==> src/rtl/sram_host_arbiter.sv <==
// -----------------------------------------------------------------------------
// sram_host_arbiter
//
// Connects NumHosts req/gnt/rvalid bus masters (host 0 = instruction fetch) to
// a single-port SRAM with byte enables. One host is granted per cycle; every
// grant is a complete transaction whose response appears exactly one cycle
// later on the shared read-data bus, steered to the granted host's rvalid.
// Accesses outside [MemStart, MemStart+MemSize) are granted but never reach
// the SRAM; they answer with err=1 and rdata=0.
//
// Build option:
//   SRAM_ARB_ROUND_ROBIN_EN  defined   -> round-robin arbitration with a
//                                         registered priority pointer
//                            undefined -> fixed priority, lowest index wins
//
// Ports:
//   clk_i, rst_i        clock (rising edge), synchronous active-high reset
//   host_req_i  [N]     per-host request
//   host_we_i   [N]     per-host write enable
//   host_be_i   [4N]    per-host byte enables, host h on [4h+3:4h]
//   host_addr_i [32N]   per-host byte address
//   host_wdata_i[32N]   per-host write data
//   host_gnt_o  [N]     combinational grant, one-hot or zero
//   host_rvalid_o[N]    response valid, one-hot or zero
//   host_err_o  [N]     response error, qualified by rvalid
//   host_rdata_o[32]    shared read data, qualified by rvalid
//   mem_req_o/we_o/be_o/addr_o/wdata_o   SRAM command (addr is a word index)
//   mem_rdata_i[32]     SRAM read data, one cycle after mem_req_o
// -----------------------------------------------------------------------------
module sram_host_arbiter #(
   parameter int          NumHosts = 2,
   parameter int          MemSize  = 65536,
   parameter logic [31:0] MemStart = 32'h00000000,
   parameter int          IdxW     = $clog2(MemSize / 4)
) (
   input  logic                   clk_i,
   input  logic                   rst_i,
   input  logic [NumHosts-1:0]    host_req_i,
   input  logic [NumHosts-1:0]    host_we_i,
   input  logic [NumHosts*4-1:0]  host_be_i,
   input  logic [NumHosts*32-1:0] host_addr_i,
   input  logic [NumHosts*32-1:0] host_wdata_i,
   output logic [NumHosts-1:0]    host_gnt_o,
   output logic [NumHosts-1:0]    host_rvalid_o,
   output logic [NumHosts-1:0]    host_err_o,
   output logic [31:0]            host_rdata_o,
   output logic                   mem_req_o,
   output logic                   mem_we_o,
   output logic [3:0]             mem_be_o,
   output logic [IdxW-1:0]        mem_addr_o,
   output logic [31:0]            mem_wdata_o,
   input  logic [31:0]            mem_rdata_i
);

   localparam int          PtrW     = (NumHosts > 1) ? $clog2(NumHosts) : 1;
   localparam logic [31:0] AddrMask = ~(32'(MemSize) - 32'd1);

   // ---------------------------------------------------------------------------
   // Winner selection
   // ---------------------------------------------------------------------------
   logic                w_found;
   logic [PtrW-1:0]     w_win;
   logic [NumHosts-1:0] w_sel;
   int                  w_scan_idx;

`ifdef SRAM_ARB_ROUND_ROBIN_EN
   logic [PtrW-1:0]     r_ptr;
   logic [PtrW-1:0]     w_ptr_next;
`endif

   always_comb begin
      w_found    = 1'b0;
      w_win      = '0;
      w_sel      = '0;
      w_scan_idx = 0;
      for (int k = 0; k < NumHosts; k++) begin
`ifdef SRAM_ARB_ROUND_ROBIN_EN
         // Scan starts at the pointer and wraps, so host r_ptr has top priority.
         w_scan_idx = int'(r_ptr) + k;
         if (w_scan_idx >= NumHosts) begin
            w_scan_idx = w_scan_idx - NumHosts;
         end
`else
         w_scan_idx = k;
`endif
         if (!w_found && host_req_i[w_scan_idx]) begin
            w_found           = 1'b1;
            w_win             = PtrW'(w_scan_idx);
            w_sel[w_scan_idx] = 1'b1;
         end
      end
   end

   // A grant is only valid outside reset; this also keeps the SRAM quiet.
   logic w_valid;
   assign w_valid = w_found && !rst_i;

   for (genvar gi = 0; gi < NumHosts; gi++) begin : g_gnt
      assign host_gnt_o[gi] = w_valid && w_sel[gi];
   end

   // ---------------------------------------------------------------------------
   // One-hot AND-OR mux of the winner's command
   // ---------------------------------------------------------------------------
   logic        w_we;
   logic [3:0]  w_be;
   logic [31:0] w_addr;
   logic [31:0] w_wdata;

   always_comb begin
      w_we    = 1'b0;
      w_be    = '0;
      w_addr  = '0;
      w_wdata = '0;
      for (int k = 0; k < NumHosts; k++) begin
         if (w_sel[k]) begin
            w_we    = w_we    | host_we_i[k];
            w_be    = w_be    | host_be_i[4*k +: 4];
            w_addr  = w_addr  | host_addr_i[32*k +: 32];
            w_wdata = w_wdata | host_wdata_i[32*k +: 32];
         end
      end
   end

   logic w_in_range;
   logic w_mem_en;
   assign w_in_range = (w_addr & AddrMask) == MemStart;
   assign w_mem_en   = w_valid && w_in_range;

   // Byte offset within the word is irrelevant: the SRAM is word addressed.
   logic w_unused_addr;
   assign w_unused_addr = ^w_addr[1:0];

   // Idle and out-of-range cycles drive an all-zero command.
   assign mem_req_o   = w_mem_en;
   assign mem_we_o    = w_mem_en && w_we;
   assign mem_be_o    = w_mem_en ? w_be : 4'b0000;
   assign mem_addr_o  = w_mem_en ? w_addr[IdxW+1:2] : '0;
   assign mem_wdata_o = w_mem_en ? w_wdata : 32'h0;

   // ---------------------------------------------------------------------------
   // Round-robin pointer: moves just past the winner, holds on idle cycles
   // ---------------------------------------------------------------------------
`ifdef SRAM_ARB_ROUND_ROBIN_EN
   assign w_ptr_next = (w_win == PtrW'(NumHosts - 1)) ? '0 : w_win + 1'b1;

   always_ff @(posedge clk_i) begin
      if (rst_i) begin
         r_ptr <= '0;
      end else if (w_valid) begin
         r_ptr <= w_ptr_next;
      end
   end
`endif

   // ---------------------------------------------------------------------------
   // Response pipeline, loaded every cycle from the grant cycle
   // ---------------------------------------------------------------------------
   logic            r_resp_valid;
   logic [PtrW-1:0] r_resp_host;
   logic            r_resp_err;

   always_ff @(posedge clk_i) begin
      if (rst_i) begin
         r_resp_valid <= 1'b0;
         r_resp_host  <= '0;
         r_resp_err   <= 1'b0;
      end else begin
         r_resp_valid <= w_valid;
         r_resp_host  <= w_win;
         r_resp_err   <= w_valid && !w_in_range;
      end
   end

   // Gating with rst_i drops a response whose delivery cycle coincides with
   // reset, so a transaction interrupted by reset never signals rvalid.
   logic w_resp_live;
   assign w_resp_live = r_resp_valid && !rst_i;

   for (genvar gi = 0; gi < NumHosts; gi++) begin : g_resp
      assign host_rvalid_o[gi] = w_resp_live && (r_resp_host == PtrW'(gi));
      assign host_err_o[gi]    = w_resp_live && (r_resp_host == PtrW'(gi)) && r_resp_err;
   end

   assign host_rdata_o = (w_resp_live && !r_resp_err) ? mem_rdata_i : 32'h0;

endmodule

==> config.mk <==
export PLATFORM = sky130hd
export DESIGN_NAME = sram_host_arbiter
export DESIGN_NICKNAME = d
export VERILOG_FILES = /design/src/rtl/sram_host_arbiter.sv
export SDC_FILE = /design/constraint.sdc
export NUM_CORES = 1
export LEC_CHECK = 0
export CORE_AREA = 2 2 102 104
export CTS_BUF_LIST = sky130_fd_sc_hd__clkbuf_4
export DETAILED_ROUTE_END_ITERATION = 12
export DIE_AREA = 0 0 104 106
export PLACE_DENSITY = 0.69
export SYNTH_ARGS = -nofsm -noshare
export SYNTH_HDL_FRONTEND = slang
export SYNTH_SLANG_ARGS = --single-unit
==> constraint.sdc <==
create_clock -name clk_i -period 2.8 [get_ports clk_i]
set_input_delay 0.7 -clock clk_i [delete_from_list [all_inputs] [get_ports clk_i]]
set_output_delay 0.7 -clock clk_i [all_outputs]
set_load 0.02 [all_outputs]
==> results of run 1 <==
-- metal layers --
layer  vias up  GRT usage (%)
li1       1215              -
met1      1180           19.4
met2       148           35.2
met3         8           3.92
met4         0           3.19
met5         -              0
-- what timing repair did --
item | 4_1_cts | 5_1_grt
cloned | 10 | 0
gates resized for setup | 566 | 32
buffers inserted | 9 | 5
endpoints found under the setup margin | 90 | 86
pin swaps | 51 | 24
-- cell usage in the layout (no fill, tap or decap), types with 2 or more instances in the layout --
master,instances
buf_2,9
clkdlybuf4s15_1,26
inv_1,2
nor4_2,7
buf_4,17
nand2b_1,2
nor2_4,52
dfxtp_1,3
buf_6,61
clkbuf_4,4
buf_16,3
nor2_1,6
nand4_1,2
clkdlybuf4s15_2,7
and2_1,34
buf_12,7
clkdlybuf4s50_1,134
dlygate4sd2_1,25
a22oi_1,50
-- registers in the layout (all words and copies together), names as in the netlist --
name	count
r_resp_err	1
r_resp_host	1
r_resp_valid	1
-- final timing paths --
check	startpoint	cells past startpoint	to	slack [ns]
worst max-delay path	host_addr_i[57]	8	mem_wdata_o[3]	-0.12
worst min-delay path	rst_i	3	r_resp_host$_SDFF_PP0_	0.88
-- power breakdown --
part	total [mW]	internal [mW]	switching (mW)
Clock	0.0867	0.0631	0.0236
Sequential	0.0479	0.0457	0.00219
Combinational	0.444	0.279	0.165
Total	0.579	0.388	0.191
-- cell families after synthesis --
| logic type | after synthesis | share of synthesized area, % |
|---|---|---|
| DFF | 3 | 5.17 |
| AOI/OAI and AO/OA | 53 | 34.7 |
| and+or+nand+nor | 106 | 46.8 |
| buffers and inverters | 24 | 13.4 |
-- final cells by class --
class	instances	area, µm²
inverters	3	16.3
repair buffers	291	3030
fillers	968	5290
multi-input cells	159	1400
well taps	136	170
clock buffers	4	30.0
flip-flops and latches	3	60.1
==> metrics, run 1 <==
cts hold-fix bufs=0; Max stage delay on crit path=~0.42 ns; CP Launch Type=input port; Hold Crit Class=in2reg; Hold WS=0.879 ns; ant diodes=0; fin cells=roughly 600; DP HPWL=approximately 7000 µm; Overall Power=0.579 mW; Synth top area share=approximately a third; NumNets Final=about 640; drc violations=0; flops & latches, synth=3; Main synth FF type=dfxtp_1; count of standard-cell rows=37; DRT met1 WL=a little under 4000 µm; die height=between 100 and 150 µm; post-route antenna net violation count=0; EDFF count, synth=0; leakage=between 1.5 and 2 nW; routability cong.=approximately 0.83; DRT iter0 DRCs=a little under 100; pre-CTS setup slack=-0.864 ns; Syn Nets=360; placed cell count=575; synth top area cells=a22oi_1, nor2_1, and2_1; crit-path leading delay family=simple AND/OR/NAND/NOR gates; Worst-path clk slew=~0.04 ns; Peak VDD IR=around 0.07 mV; distinct cell type count after synthesis=17; area added between synthesis and finish=305%; drt pass-1 iters=4; FMAX=0.342 GHz; Max Buffers Root-to-Sink=2; WL met3=745 µm; # IOs=264; min cycle time layout=about 2.9 ns; CP bufs+invs=4; GRT Total Usage=17.8%; Syn Area/Cell=around 6.2 µm²; Util after Layout=approximately 47%; via/cell ratio=4.28; routed wl met2=between 5000 and 6000 µm; vias in the first global route=2815; Port Buffers=approximately 260; Slew @ Worst Pin=approximately 0.37 ns; core area=around 10000 µm²; first-pass GRT wire length=15400 µm; Setup CP Type=in2out; largest net degree at the start of global routing=26; biggest area consumer among synthesized cells=a22oi_1; cell area after layout=~4700 µm²; commonest cells in the synthesized netlist=nor2_1, a22oi_1, and2_1, clkbuf_1, buf_8; Initial Util=11.6%; Top Layer Used=met4; fraction of layout cells with a size suffix above 1=38.0%; Crit. End Element=output pin; fraction of registers with async set/reset=0%; Cell Area, Synth=approximately 1200 µm²; CTS buffer count=3; fin worst setup slack=-0.121 ns; CP max stage cell=o32a_4; DR WL/cell=17.2 µm; post-synthesis sequential area ratio=5.17%; final slew viol count=0; initial antenna violation count=0; Synth Instances=roughly 190; DR vias=2551; Data required, critical path=2.10 ns; cells along the critical path=buf_6, nor4_4, nand4_1, o32a_4, buf_12, buf_16, nor2_4, buf_6; Post-Route WL=about 10000 µm; CTS tree=yes; CP Max Fanout=7; status=complete, but fails checks; pwr/cell area=approximately 120 nW/µm²; Placed Area=just under 4000 µm²; unrepaired setup endpoints after global routing=true; Worst EP arrival=2.22 ns; CTS H-tree lvls=1; Final Setup Violations=36; die area=11000 µm²; Root Buffer=clkbuf_4; fin crit share=104%; most frequent cell after synthesis=nor2_1; Final Hold Vio Count=0; GR Overflow Total=0; Yosys warnings=0; most frequent CP cell=buf_6; Die W=around 100 µm; Slew headroom=between 70% and 80%; number of max-cap violations=0; failing checks=negative setup slack; CTS sink count=3; setup TNS=-2.83 ns
No activity file was read; power rests on OpenSTA's default activity.
==> run 2: changes to the inputs <==
- GPL_ROUTABILITY_DRIVEN: unset -> 0
- PLACE_DENSITY: 0.69 -> unset
==> metrics, run 2 (same netlist as run 1, synthesis figures left out) <==
status=complete, but fails checks; failing checks=negative setup slack; vias in the first global route=2809 (-0.21%); unrepaired setup endpoints after global routing=true; die area=11000 µm² (unchanged); clock share of power=15.3% (+0.3 points); fill cell count=984 (+1.7%); Setup CP Type=in2out; GRT Total Usage=17.2% (-0.62 points); Crit. End Element=output pin; # IOs=264 (unchanged); CP Max Fanout=7 (unchanged); pwr/cell area=115 nW/µm² (-6.2%); leakage=2.00 nW (+7.7%); Post-Route WL=9750 µm (-5.1%); Final Setup Violations=53 (+47%); FMAX=0.340 GHz (-0.63%); CP max stage cell=o32a_4; via/cell ratio=4.20 (-1.8%); count of standard-cell rows=37 (unchanged); CTS tree=yes; DR vias=2560 (+0.35%); Worst-path clk slew=0.03 ns (about the same); Combinational Power Share=76.3% (-0.5 points); Root Buffer=clkbuf_4; final slew viol count=0 (unchanged); CP bufs+invs=4 (unchanged); Slew headroom=76.0% (+0.83 points); NumNets Final=648 (+2.0%); most frequent cells in the layout=clkdlybuf4s50_1, buf_6, a22oi_1, nor2_4, dlygate4sd2_1; post-route antenna net violation count=0 (unchanged); DR WL/cell=16.0 µm (-7.1%); CTS H-tree lvls=1 (unchanged); largest net degree at the start of global routing=33 (+27%); ant diodes=0 (unchanged); Hold WS=0.768 ns (-0.111 ns); Worst Hold Path EP=r_resp_valid$_SDFF_PP0_; CTS buffer count=3 (unchanged); cell area after layout=4810 µm² (+2.3%); Worst Hold Depth=3 (unchanged); crit-path leading delay family=buffers and inverters; Int Pwr=0.375 mW (-3.4%); Max Buffers Root-to-Sink=2 (unchanged); fraction of layout cells with a size suffix above 1=38.7% (+0.65 points); cts hold-fix bufs=0 (unchanged); Port Buffers=259 (unchanged); Max stage delay on crit path=0.40 ns (-0.02 ns); Hold Crit Class=in2reg; CTS sink count=3 (unchanged); Sw Share=32.5% (-0.48 points); Initial Util=11.6% (unchanged); CP Launch Type=input port; P_sw=0.180 mW (-5.4%); power share of the sequential group=8.5% (+0.2 points); most common cell after layout, fill and taps aside=clkdlybuf4s50_1; initial antenna violation count=0 (unchanged); cells along the critical path=clkdlybuf4s15_1, nor4_4, nand4_1, o32a_4, buf_12, buf_16, nor2_4, buf_6; drc violations=0 (unchanged); Hold Startpoint=host_req_i[1]; biggest regs=r_resp_err x1, r_resp_host x1, r_resp_valid x1; GR Overflow Total=0 (unchanged); number of max-cap violations=0 (unchanged); Die W=104 µm (unchanged); Final Hold Vio Count=0 (unchanged); Placed Area=3920 µm² (about the same); min cycle time layout=2.94 ns (+0.0186 ns); DP HPWL=6660 µm (-5.7%); Overall Power=0.556 mW (-4.0%); Data required, critical path=2.10 ns (about the same); DRT iter0 DRCs=76 (-22%); Slew @ Worst Pin=0.361 ns (-0.0124 ns); Peak VDD IR=0.0847 mV (+21%); fin worst setup slack=-0.140 ns (-0.0186 ns); Worst EP arrival=2.24 ns (+0.02 ns); first-pass GRT wire length=15100 µm (-1.7%); die height=106 µm (unchanged); core area=10000 µm² (unchanged); area added between synthesis and finish=315%; fin crit share=105% (+0.66 points); drt pass-1 iters=4 (unchanged)
[run 2: changes by cell type in the layout (fill, tap and decap cells not counted), moves of 3 or more]
| cell | delta |
|---|---|
| dlygate4sd2_1 | +18 |
| clkdlybuf4s15_1 | -16 |
| buf_6 | +10 |
| buf_4 | +6 |
| clkdlybuf4s15_2 | -6 |
| clkbuf_2 | +5 |
| buf_2 | -4 |
| buf_12 | -3 |
| buf_16 | +3 |
| nor4_2 | -3 |
| nor4_4 | +3 |
[run 2: how the worst max path moves through the flow]
stage / start / endpoint / slack [ns] / depth (start not counted)
after floorplan: host_addr_i[51] / mem_addr_o[0] / 0.15 / 6
after global placement: host_addr_i[48] / mem_wdata_o[29] / -0.87 / 7
after detailed placement: host_addr_i[48] / mem_wdata_o[25] / -0.88 / 7
after CTS: host_addr_i[55] / mem_wdata_o[0] / -0.16 / 8
after global routing: host_addr_i[51] / mem_wdata_o[26] / -0.20 / 8
final: host_addr_i[51] / mem_wdata_o[26] / -0.14 / 8
[run 2: layer usage]
layer  GRT usage (%)  up-vias  part of all wire, %
met3            4.05       16                  7.3
met1            18.3     1150                   35
met4            4.92        0                  1.7
met5               0        -                    0
met2            33.4      153                   56
li1                -     1241                    -
[run 2: area by class of cell]
type,count,area (µm²),area share (%)
Inverter,3,16.3,0.338
Timing Repair Buffer,304,3120,64.8
Clock buffer,4,30.0,0.624
Multi-Input combinational cell,159,1420,29.5
Tap cell,136,170,3.53
Sequential cell,3,60.1,1.25
[run 2: through the flow]
step	setup TNS (ns)	setup WS (ns)	instances	util, %
CTS	-6.15	-0.158	612	47.8
detailed placement	-55.59	-0.880	572	39.2
floorplan	0	0.154	186	-
global placement	-55.10	-0.874	572	39.2
global route	-6.95	-0.203	609	48.1
finish	-4.16	-0.140	609	48.1
[run 2: what timing repair did]
item	CTS	global route
buffers inserted	29	2
setup endpoints to repair	89	53
gates cloned	7	0
gates resized for setup	541	40
pin swaps	61	18
[run 2: power groups by stage]
stage	Combinational (mW)	Sequential, mW	Clock [mW]
floorplan	0.104	0.0471	0
global placement	0.402	0.0473	0
detailed placement	0.406	0.0475	0
CTS	0.413	0.0470	0.0880
global route	0.453	0.0472	0.0967
finish	0.424	0.0471	0.0847
